`src/rtl/demux_stream_1_n_if.sv`:
```
// Handshake bundle for demux_stream_1_n: one producer-side stream, N_OUT consumer-side
// streams, plus round-robin pointer and drop status.
//   slave  : the demux itself (takes the input stream, drives the output streams)
//   master : the surrounding datapath (producer + consumers)
interface demux_stream_1_n_if #(
  parameter int unsigned WIDTH = 16,
  parameter int unsigned N_OUT = 16
);
  localparam int unsigned SEL_W = $clog2(N_OUT);

  logic                   in_valid;
  logic                   in_ready;
  logic [WIDTH-1:0]       in_data;
  logic [SEL_W-1:0]       sel;
  logic                   mode;
  logic [N_OUT-1:0]       out_valid;
  logic [N_OUT-1:0]       out_ready;
  logic [N_OUT*WIDTH-1:0] out_data;
  logic [SEL_W-1:0]       rr_ptr;
  logic                   err;
  logic [7:0]             drop_cnt;

  modport slave (
    input  in_valid, in_data, sel, mode, out_ready,
    output in_ready, out_valid, out_data, rr_ptr, err, drop_cnt
  );

  modport master (
    output in_valid, in_data, sel, mode, out_ready,
    input  in_ready, out_valid, out_data, rr_ptr, err, drop_cnt
  );
endinterface

```
`src/rtl/demux_stream_1_n.sv`:
```
// Registered 1-to-N stream demultiplexer with a one-entry holding register per channel.
// Destination is sel (mode 0) or an auto-incrementing round-robin pointer (mode 1).
// Words addressed past N_OUT-1 are accepted and discarded, pulsing err and counting
// into a saturating drop_cnt.
// Ports:
//   clk, rst_n : clock, asynchronous active-low reset
//   bus        : demux_stream_1_n_if.slave (in_* stream, sel/mode, out_* streams,
//                rr_ptr, err, drop_cnt)
module demux_stream_1_n #(
  parameter int unsigned WIDTH = 16,
  parameter int unsigned N_OUT = 16
) (
  input  logic                clk,
  input  logic                rst_n,
  demux_stream_1_n_if.slave   bus
);
  localparam int unsigned SEL_W = $clog2(N_OUT);

  logic [N_OUT-1:0]            valid_q, valid_d;
  logic [N_OUT-1:0][WIDTH-1:0] data_q, data_d;
  logic [SEL_W-1:0]            rr_ptr_q, rr_ptr_d;
  logic                        err_q, err_d;
  logic [7:0]                  drop_q, drop_d;

  logic [SEL_W-1:0] dest;
  logic [N_OUT-1:0] tgt;
  logic             in_range;
  logic             in_ready;
  logic             xfer;

  // One-hot destination decode; an out-of-range destination yields no bit set, which
  // avoids ever indexing past N_OUT-1.
  always_comb begin
    dest = bus.mode ? rr_ptr_q : bus.sel;
    tgt  = '0;
    for (int unsigned i = 0; i < N_OUT; i++) begin
      if (dest == SEL_W'(i)) tgt[i] = 1'b1;
    end
  end

  assign in_range = |tgt;
  assign in_ready = !in_range || (|(tgt & (~valid_q | bus.out_ready)));
  assign xfer     = bus.in_valid && in_ready;

  always_comb begin
    valid_d = valid_q & ~bus.out_ready;
    data_d  = data_q;
    for (int unsigned i = 0; i < N_OUT; i++) begin
      // A load wins over a same-cycle drain, keeping one word per cycle per channel.
      if (xfer && tgt[i]) begin
        valid_d[i] = 1'b1;
        data_d[i]  = bus.in_data;
      end
    end
  end

  always_comb begin
    rr_ptr_d = rr_ptr_q;
    if (xfer && bus.mode) begin
      rr_ptr_d = (rr_ptr_q == SEL_W'(N_OUT - 1)) ? '0 : rr_ptr_q + 1'b1;
    end
    err_d  = xfer && !in_range;
    drop_d = (err_d && (drop_q != 8'hFF)) ? drop_q + 8'd1 : drop_q;
  end

  always_ff @(posedge clk or negedge rst_n) begin
    if (!rst_n) begin
      valid_q  <= '0;
      data_q   <= '0;
      rr_ptr_q <= '0;
      err_q    <= 1'b0;
      drop_q   <= '0;
    end else begin
      valid_q  <= valid_d;
      data_q   <= data_d;
      rr_ptr_q <= rr_ptr_d;
      err_q    <= err_d;
      drop_q   <= drop_d;
    end
  end

  assign bus.in_ready  = in_ready;
  assign bus.out_valid = valid_q;
  assign bus.out_data  = data_q;
  assign bus.rr_ptr    = rr_ptr_q;
  assign bus.err       = err_q;
  assign bus.drop_cnt  = drop_q;
endmodule

```
`src/flat_wrapper.sv`:
```
// flat-port wrapper written by rule: the top's interface ports become plain ports
module demux_stream_1_n_flat 
#(
  parameter int unsigned WIDTH = 16,
  parameter int unsigned N_OUT = 16
)
  (clk, rst_n, bus_in_valid, bus_in_data, bus_sel, bus_mode, bus_out_ready, bus_in_ready, bus_out_valid, bus_out_data, bus_rr_ptr, bus_err, bus_drop_cnt);
  demux_stream_1_n_if #(.WIDTH(WIDTH), .N_OUT(N_OUT)) bus_i ();
  input  logic clk;
  input  logic rst_n;
  input wire logic [$bits(bus_i.in_valid)-1:0] bus_in_valid;
  input wire logic [$bits(bus_i.in_data)-1:0] bus_in_data;
  input wire logic [$bits(bus_i.sel)-1:0] bus_sel;
  input wire logic [$bits(bus_i.mode)-1:0] bus_mode;
  input wire logic [$bits(bus_i.out_ready)-1:0] bus_out_ready;
  output wire logic [$bits(bus_i.in_ready)-1:0] bus_in_ready;
  output wire logic [$bits(bus_i.out_valid)-1:0] bus_out_valid;
  output wire logic [$bits(bus_i.out_data)-1:0] bus_out_data;
  output wire logic [$bits(bus_i.rr_ptr)-1:0] bus_rr_ptr;
  output wire logic [$bits(bus_i.err)-1:0] bus_err;
  output wire logic [$bits(bus_i.drop_cnt)-1:0] bus_drop_cnt;
  assign bus_i.in_valid = bus_in_valid;
  assign bus_i.in_data = bus_in_data;
  assign bus_i.sel = bus_sel;
  assign bus_i.mode = bus_mode;
  assign bus_i.out_ready = bus_out_ready;
  assign bus_in_ready = bus_i.in_ready;
  assign bus_out_valid = bus_i.out_valid;
  assign bus_out_data = bus_i.out_data;
  assign bus_rr_ptr = bus_i.rr_ptr;
  assign bus_err = bus_i.err;
  assign bus_drop_cnt = bus_i.drop_cnt;
  demux_stream_1_n #(.WIDTH(WIDTH), .N_OUT(N_OUT)) u_core (.clk(clk), .rst_n(rst_n), .bus(bus_i));
endmodule
```
`config.mk`:
```
export PLATFORM = sky130hd
export DESIGN_NAME = demux_stream_1_n_flat
export DESIGN_NICKNAME = d
export VERILOG_FILES = /design/src/rtl/demux_stream_1_n_if.sv /design/src/rtl/demux_stream_1_n.sv /design/src/flat_wrapper.sv
export SDC_FILE = /design/constraint.sdc
export NUM_CORES = 1
export LEC_CHECK = 0
export ABC_CLOCK_PERIOD_IN_PS = 6000
export CAP_MARGIN = 20
export CELL_PAD_IN_SITES_DETAIL_PLACEMENT = 0
export CELL_PAD_IN_SITES_GLOBAL_PLACEMENT = 1
export CORE_MARGIN = 2
export CORE_UTILIZATION = 43
export DETAILED_ROUTE_END_ITERATION = 12
export PLACE_DENSITY_LB_ADDON = 0.25
export SYNTH_ARGS = -nofsm -noshare
export SYNTH_HDL_FRONTEND = slang
export SYNTH_SLANG_ARGS = --single-unit
```
`constraint.sdc`:
```
create_clock -name clk -period 6 [get_ports clk]
set_input_delay 0.6 -clock clk [delete_from_list [all_inputs] [get_ports clk]]
set_output_delay 0.6 -clock clk [all_outputs]
set_load 0.05 [all_outputs]
```
==> results.toml, run 1 <==
[synth]
yosysMostFrequentCell = "dfrtp_1"
synth-edff-count = 0
syn-num-nets = 759
synth_top_cell_by_area = "dfrtp_1"
synth_top_area_frac = 0.598
synthDistinctLibCells = 40
async_flop_share = 1.00
ys_top_cells_by_count = "dfrtp_1, mux2_4, mux2_2, clkbuf_1, buf_6"
synth_seq_cells = 285
yosysWarnings = 0
netlist_top_cells_area = "dfrtp_1, mux2_4, mux2_2"
synth_flop_cell = "dfrtp_1"
synth.avg_cell_area_um2 = 16.6
netlist_area_um2 = 11900
syn_inst = 718
ys_seq_area_frac = 0.598

[routing]
drc = 0
dr.first_iter.drc_count = 293
postRouteWirelength_um = 30900
via_per_inst = 4.96
routedWlPerCell_um = 21.6
first_pass_iters = 4
antenna_left = 0
vias = 7086

[floorplanning]
coreArea_um2 = 27100
die_h_um = 171
die_area_um2 = 29100
num_rows = 60
die_width_um = 171
pin_count = 326
initial_utilization = 0.440

[clock_network]
cts_tree = "built"
cts_buffer_depth = 3
cts-root-buf = "clkbuf_16"
htree_levels = 1
ctsResizeCount = 0
path_clk_slew_ns = 0.06
clock_sinks = 285
clock_latency_ns = 0.54
cts-buffers-inserted = 31
post_cts_buffers = 0

[global_route]
grt_pass1_vias = 7564
grt_use_total = 0.214
antenna_found_initial = 0
grt-ovfl-total = 0
grt_start_max_net_pins = 165
grt_pass1_wl_um = 47600

[placed_design]
routabilityCongestion = 0.848
numPortBuffers = 325
dp_hpwl_um = 21300

[timing]
rsz0062_at_grt = "false"
finalCriticalPeriod_ns = 4.68
finalSetupTns_ns = 0
final-setup-viol-count = 0
max_freq_mhz = 214
worstMarginPinSlew_ns = 0.928
skew_ns = 0.0140
slew_headroom = 0.381
fin_crit_sh = 0.780
slew_viol_final = 0
hold_viol = 0

[setup_path]
crit_top_cell = "clkdlybuf4s50_1"
worstPathArrival_ns = 4.08
start_kind = "input pin"
path_cells = "clkdlybuf4s50_1 -> and3b_1 -> a2bb2oi_1 -> a2111oi_0 -> o22a_2 -> nand2_1 -> clkdlybuf4s50_1"
crit_type = "input pin to primary output"
cp-end-kind = "primary output"
crit_fanout = 20
slowest_stage = "clkdlybuf4s50_1"
cp_slowest_stage_delay_ns = 0.86
crit_required_ns = 5.40

[layout]
syn_to_final_growth_pct = 37.4
num_antenna_cells = 0
drive_gt1_frac = 0.318
finalNetCount = 1073

[run]
cap_viol_max_count = 0

[run_status]
run_status = "finished clean"

[hold_path]
hold_class = "flip-flop to flip-flop"
[cells by family (layout without fill, tap and decap cells)]
logic type,count (synthesis),count (layout),synth area share
buffers and inverters,66,404,0.0353
AO/OA/AOI/OAI,60,60,0.0536
other,1,1,0.000314
XOR/XNOR,1,1,0.000735
adder cells (fa/ha/maj),1,1,0.00105
AND/OR/NAND/NOR,46,46,0.0219
multiplexers,258,258,0.289
flip-flops,285,285,0.598
[per-layer routing]
| layer | vias to the layer above | GRT usage | routed length (um) | part of all wire |
|---|---|---|---|---|
| met3 | 36 | 0.0810 | 3010 | 0.098 |
| met1 | 3637 | 0.280 | 13300 | 0.43 |
| met2 | 252 | 0.338 | 14000 | 0.46 |
| met5 | - | 0 | 0 | 0 |
| li1 | 3161 | - | - | - |
| met4 | 0 | 0.0483 | 517 | 0.017 |
[repair_timing]
action | in CTS | in global routing
endpoints found under the hold margin | 30 | 0
setup endpoints to repair | 0 | 0
hold buffers | 1 | 0
[metrics by stage]
| step | std cells | hold slack (ns) | worst slack (ns) | utilization | instance area [um2] |
|---|---|---|---|---|---|
| finish | 1428 | 0.375 | 1.32 | 0.605 | 16400 |
| global placement | 1370 | 0.364 | 1.47 | 0.566 | 15300 |
| floorplan | 718 | 0.304 | 3.16 | - | 11900 |
| CTS | 1428 | 0.381 | 1.36 | 0.605 | 16400 |
| detailed placement | 1370 | 0.368 | 1.35 | 0.566 | 15300 |
| global route | 1428 | 0.389 | 1.20 | 0.605 | 16400 |
[sequential cells by signal (all words and copies together) (netlist names)]
signal,count
u_core.bus.drop_cnt,8
u_core.bus.err,1
u_core.bus.out_data,256
u_core.bus.out_valid,16
u_core.bus.rr_ptr,4
[cells in the final DEF (no fill, tap or decap), drive strengths merged, types with 2 or more instances in the layout]
cell / Yosys / routed
a2111oi: 3 / 3
a21boi: 3 / 3
a21o: 17 / 17
a21oi: 18 / 18
a22o: 3 / 3
a2bb2oi: 6 / 6
and3b: 2 / 2
buf: 22 / 4
bufinv: 0 / 3
clkbuf: 26 / 45
clkdlybuf4s50: 0 / 324
clkinv: 0 / 7
clkinvlp: 0 / 2
dfrtp: 285 / 285
inv: 18 / 18
mux2: 258 / 258
nand2: 9 / 9
nand3: 19 / 19
nand3b: 2 / 2
nor3b: 3 / 3
o2bb2ai: 4 / 4
or2: 3 / 3
or3b: 2 / 2
[worst paths after layout]
| kind | to | from | slack (ns) | depth (start not counted) |
|---|---|---|---|---|
| worst max-delay path | bus_in_ready | bus_mode | 1.32 | 7 |
| worst min-delay path | u_core.bus.drop_cnt[2] | u_core.bus.drop_cnt[2] | 0.38 | 0 |
| worst max register to register | u_core.bus.out_data[35] | u_core.bus.rr_ptr[2] | 2.70 | 7 |
| worst min register to register | u_core.bus.drop_cnt[2] | u_core.bus.drop_cnt[2] | 0.38 | 0 |
| max in group asynchronous | u_core.bus.out_data[20] | rst_n | 4.12 | 3 |
| min in group asynchronous | u_core.bus.out_data[92] | rst_n | 0.59 | 2 |
[area by class of cell]
type,count,area (um2)
Multi-Input combinational cell,367,4370
Inverter,18,67.6
Timing Repair Buffer,329,3300
Clock buffer,45,908
Fill cell,2070,10700
Tap cell,372,465
Clock inverter,12,140
Sequential cell,285,7130
[critical path: cells and delay by family]
kind / cells / cell delay (ns)
compound gates: 3 / 1.42
buf+inv: 2 / 1.64
simple gates: 2 / 0.41
Power of run 1 is not shown: default switching activity piles up to over one toggle a cycle in this logic, so the estimate is an artifact.
==> run 2, diff against run 1 <==
--- a/config.mk
+++ b/config.mk
@@ -5,12 +5,12 @@
 export SDC_FILE = /design/constraint.sdc
 export NUM_CORES = 1
 export LEC_CHECK = 0
-export ABC_CLOCK_PERIOD_IN_PS = 6000
+export ABC_CLOCK_PERIOD_IN_PS = 4400
 export CAP_MARGIN = 20
 export CELL_PAD_IN_SITES_DETAIL_PLACEMENT = 0
 export CELL_PAD_IN_SITES_GLOBAL_PLACEMENT = 1
 export CORE_MARGIN = 2
-export CORE_UTILIZATION = 43
+export CORE_UTILIZATION = 40
 export DETAILED_ROUTE_END_ITERATION = 12
 export PLACE_DENSITY_LB_ADDON = 0.25
 export SYNTH_ARGS = -nofsm -noshare
==> constraint.sdc (replaced) <==
create_clock -name clk -period 4.4 [get_ports clk]
set_input_delay 0.44 -clock clk [delete_from_list [all_inputs] [get_ports clk]]
set_output_delay 0.44 -clock clk [all_outputs]
set_load 0.05 [all_outputs]
==> results.toml, run 2 (synthesis results as in run 1) <==
[run_status]
run_status = "finished clean"

[routing]
via_per_inst = 4.95
routedWlPerCell_um = 21.9
postRouteWirelength_um = 31700
vias = 7171
drc = 0
antenna_left = 0
dr.first_iter.drc_count = 325
first_pass_iters = 4

[layout]
finalNetCount = 1076
drive_gt1_frac = 0.316
largest_reg_flops = 256
layout_common_cells = "clkdlybuf4s50_1, dfrtp_1, mux2_4"
final_common_cell = "clkdlybuf4s50_1"
register_area_um2 = 7130
syn_to_final_growth_pct = 37.5
n_fill_cell = 2385
multi_input_area_um2 = 4370

[setup_path]
slowest_stage = "clkdlybuf4s50_1"
reg2reg_from = "u_core.bus.rr_ptr[2]"
crit_family = "compound AO/OA/AOI/OAI gates"
r2r_end = "u_core.bus.out_data[129]"
crit_required_ns = 3.96
cp_num_buf_inv = 3
cp-end-kind = "primary output"
path_cells = "clkdlybuf4s50_1 -> nor3b_1 -> buf_4 -> a2bb2oi_1 -> a2111oi_0 -> o22a_2 -> nand2_1 -> buf_4"
cp_slowest_stage_delay_ns = 0.84
reg2reg_slack_ns = 1.10
crit_type = "input pin to primary output"
crit_fanout = 20
startpoint = "bus_mode"
reg2reg_depth = 6
worstPathArrival_ns = 3.38
crit_top_cell = "buf_4"
start_kind = "input pin"

[clock_network]
cts-root-buf = "clkbuf_16"
cts-buffers-inserted = 31
clock_sinks = 285
cts_buffer_depth = 3
clock_latency_ns = 0.55
path_clk_slew_ns = 0.06
cts_tree = "built"
post_cts_buffers = 0
htree_levels = 1

[timing]
slew_viol_final = 0
worstMarginPinSlew_ns = 0.942
hold_viol = 0
final-setup-viol-count = 0
fin_crit_sh = 0.869
rsz0062_at_grt = "false"
finalCriticalPeriod_ns = 3.82
finalSetupTns_ns = 0
slew_headroom = 0.370
max_freq_mhz = 262
skew_ns = 0.00830
setup_slack_ns = 0.576

[placed_design]
dp_slack_ns = 0.199
numPortBuffers = 325
dp_hpwl_um = 21600
routabilityCongestion = 0.829

[global_route]
grt_use_total = 0.204
grt_pass1_vias = 7530
grt_start_max_net_pins = 110
antenna_found_initial = 2
grt_pass1_wl_um = 48600
grt-ovfl-total = 0

[floorplanning]
die_h_um = 177
pin_count = 326
initial_utilization = 0.404
coreArea_um2 = 29500
num_rows = 63
die_area_um2 = 31200
die_width_um = 177

[hold_path]
holdCritStartpoint = "u_core.bus.drop_cnt[4]"
hold_class = "flip-flop to flip-flop"
hold_path_end = "u_core.bus.drop_cnt[4]"
whs_path_depth = 0

[run]
cap_viol_max_count = 0
## run 2: routing by layer
metal / vias to the layer above / share of wire / track usage
li1: 3168 / - / -
met1: 3699 / 0.44 / 0.277
met2: 259 / 0.45 / 0.318
met3: 45 / 0.092 / 0.0679
met4: 0 / 0.019 / 0.0475
met5: - / 0 / 0
## run 2: worst max-delay path by stage
stage,end,slack (ns),cells past startpoint
5_1_grt,bus_in_ready,0.35,7
3_5_place_dp,u_core.bus.out_data[143],0.20,8
2_1_floorplan,bus_in_ready,1.74,6
3_3_place_gp,u_core.bus.out_data[128],0.23,8
6_report,bus_in_ready,0.58,8
4_1_cts,bus_in_ready,0.52,8
## run 2: worst register-to-register path, stage by stage (launching register included)
cell,delay [ns]
dfrtp_1,0.48
nor3b_1,0.55
a2bb2oi_1,0.23
a2111oi_0,0.07
o22a_2,0.56
a21oi_4,0.89
mux2_2,0.42
## run 2: cell type report
| cell class | instances | area share |
|---|---|---|
| inverter | 18 | 0.00412 |
| timing repair buffer | 332 | 0.203 |
| sequential | 285 | 0.435 |
| clock inverter | 8 | 0.00572 |
| clock buffer | 47 | 0.0547 |
| multi-input combinational | 367 | 0.267 |
| antenna | 3 | 0.000458 |
| tap | 390 | 0.0298 |
## run 2: stage by stage
stage / instance area [um2] / std cells / hold slack [ns] / util
5_1_grt: 16400 / 1448 / 0.383 / 0.556
6_report: 16400 / 1450 / 0.374 / 0.556
3_5_place_dp: 15400 / 1391 / 0.364 / 0.522
2_1_floorplan: 11900 / 718 / 0.144 / -
3_3_place_gp: 15400 / 1391 / 0.364 / 0.522
4_1_cts: 16400 / 1447 / 0.378 / 0.556
## run 2: what timing repair did
action / 4_1_cts / 5_1_grt
hold endpoints to repair: 20 / 0
gates resized for setup: 0 / 0
hold buffers: 1 / 0
Power of run 2 is left out for the same reason.
==> run 3, diff against run 2 <==
--- a/config.mk
+++ b/config.mk
@@ -5,7 +5,7 @@
 export SDC_FILE = /design/constraint.sdc
 export NUM_CORES = 1
 export LEC_CHECK = 0
-export ABC_CLOCK_PERIOD_IN_PS = 4400
+export ABC_CLOCK_PERIOD_IN_PS = 4100
 export CAP_MARGIN = 20
 export CELL_PAD_IN_SITES_DETAIL_PLACEMENT = 0
 export CELL_PAD_IN_SITES_GLOBAL_PLACEMENT = 1
@@ -13,6 +13,7 @@
 export CORE_UTILIZATION = 40
 export DETAILED_ROUTE_END_ITERATION = 12
 export PLACE_DENSITY_LB_ADDON = 0.25
+export SKIP_CTS_REPAIR_TIMING = 1
 export SYNTH_ARGS = -nofsm -noshare
 export SYNTH_HDL_FRONTEND = slang
 export SYNTH_SLANG_ARGS = --single-unit
==> constraint.sdc (replaced) <==
create_clock -name clk -period 4.1 [get_ports clk]
set_input_delay 0.41 -clock clk [delete_from_list [all_inputs] [get_ports clk]]
set_output_delay 0.41 -clock clk [all_outputs]
set_load 0.05 [all_outputs]
==> results.toml, run 3 (synthesis results as in run 1) <==
[clock_network]
path_clk_slew_ns = 0.05
clock_sinks = 285
cts_buffer_depth = 3
clock_latency_ns = 0.50
cts_tree = "built"
htree_levels = 2
cts-buffers-inserted = 34
cts-root-buf = "clkbuf_16"

[setup_path]
reg2reg_depth = 8
start_kind = "input pin"
crit_required_ns = 3.69
worstPathArrival_ns = 3.02
crit_type = "input pin to primary output"
reg2reg_from = "u_core.bus.rr_ptr[0]"
cp-end-kind = "primary output"
crit_fanout = 11
r2r_end = "u_core.bus.out_data[137]"
reg2reg_slack_ns = 1.32

[global_route]
grt_start_max_net_pins = 93
antenna_found_initial = 1
grt_pass1_vias = 7692
grt_use_total = 0.204
grt-ovfl-total = 0
grt_pass1_wl_um = 48300

[floorplanning]
pin_count = 326
initial_utilization = 0.404
die_area_um2 = 31200
die_width_um = 177
num_rows = 63
coreArea_um2 = 29500
die_h_um = 177

[hold_path]
hold_path_end = "u_core.bus.drop_cnt[4]"
whs_path_depth = 0
holdCritStartpoint = "u_core.bus.drop_cnt[4]"
hold_class = "flip-flop to flip-flop"

[layout]
drive_gt1_frac = 0.337
finalInstanceArea_um2 = 16800
layout_common_cells = "clkdlybuf4s50_1, dfrtp_1, mux2_4"
final_common_cell = "clkdlybuf4s50_1"
largest_reg_flops = 256
finalNetCount = 1107
syn_to_final_growth_pct = 41.1

[timing]
final-setup-viol-count = 0
slew_headroom = 0.430
finalSetupTns_ns = 0
rsz0062_at_grt = "false"
hold_viol = 0
slew_viol_final = 0
worstMarginPinSlew_ns = 0.853
skew_ns = 0.0117
finalCriticalPeriod_ns = 3.43
fin_crit_sh = 0.836
setup_slack_ns = 0.674
max_freq_mhz = 292
holdWs_ns = 0.372

[routing]
drc = 0
postRouteWirelength_um = 32000
dr.first_iter.drc_count = 215
antenna_left = 0
vias = 7228
routedWlPerCell_um = 21.7
via_per_inst = 4.90
first_pass_iters = 4

[placed_design]
dp_hpwl_um = 22300
dp_slack_ns = 0.685
place_area_um2 = 15700
routabilityCongestion = 0.746
numPortBuffers = 325

[power_and_ir_drop]
power.internal_mw = 9.14
cellLeakagePower_nw = 7.58
pwr_density_cell_nw_per_um2 = 985
total_power_mw = 16.6
ir_drop_uv = 548
comb_power_share = 0.540
p_switching_mw = 7.43
power_frac_clock = 0.177
p_seq_frac = 0.282
power.share.switching = 0.448

[run_status]
run_status = "finished clean"

[run]
cap_viol_max_count = 0
==> run 3: changes by cell type in the layout (fill, tap and decap cells not counted), sizes merged <==
cell,before,now
buf,8,36
clkinv,6,3
clkbuf,47,50
clkinvlp,0,1
diode,3,1
bufinv,2,1
==> run 3: worst max-delay path, stage by stage <==
cell and delay (ns):
clkdlybuf4s50_1 0.54, buf_4 0.24, nand3b_1 0.10, nand2_1 0.19, a22o_1 0.29, a2111oi_4 0.56
buf_4 0.34, nand2_1 0.12, buf_4 0.21
==> run 3: layer usage <==
metal  vias to the layer above  share of wire  global-route usage
li1                       3233              -                   -
met1                      3672           0.44               0.272
met2                       271           0.44               0.313
met3                        52          0.092              0.0743
met4                         0          0.024              0.0582
met5                         -              0                   0
==> run 3: power groups by stage <==
stage	clock, mW	sequential [mW]	combinational (mW)
after floorplan	0	8.71	1.95
after global placement	0	4.67	8.95
after detailed placement	0	4.70	8.99
after CTS	3.02	4.69	9.01
after global routing	3.14	4.83	9.26
final	2.94	4.68	8.95
==> run 3: worst max-delay path by stage <==
stage,startpoint,endpoint,slack [ns]
2_1_floorplan,u_core.bus.rr_ptr[0],bus_in_ready,1.47
3_3_place_gp,bus_mode,bus_in_ready,0.73
3_5_place_dp,bus_mode,u_core.bus.out_data[137],0.69
4_1_cts,bus_mode,bus_in_ready,0.70
5_1_grt,bus_mode,bus_in_ready,0.55
6_report,bus_mode,bus_in_ready,0.67
==> run 3: layout make-up <==
cell class / instances / area (um2)
diodes: 1 / 2.50
clock buffers: 50 / 1040
clock inverters: 5 / 56.3
fillers: 2388 / 12700
inverters: 18 / 67.6
multi-input cells: 367 / 4370
flip-flops and latches: 285 / 7130
well taps: 390 / 488
repair buffers: 360 / 3660
==> run 3: metrics by stage <==
stage | instances | utilization
final | 1476 | 0.571
after floorplan | 718 | -
after global placement | 1419 | 0.533
after global routing | 1475 | 0.570
after CTS | 1474 | 0.570
after detailed placement | 1419 | 0.533
No activity file was read; power rests on OpenSTA's default activity.
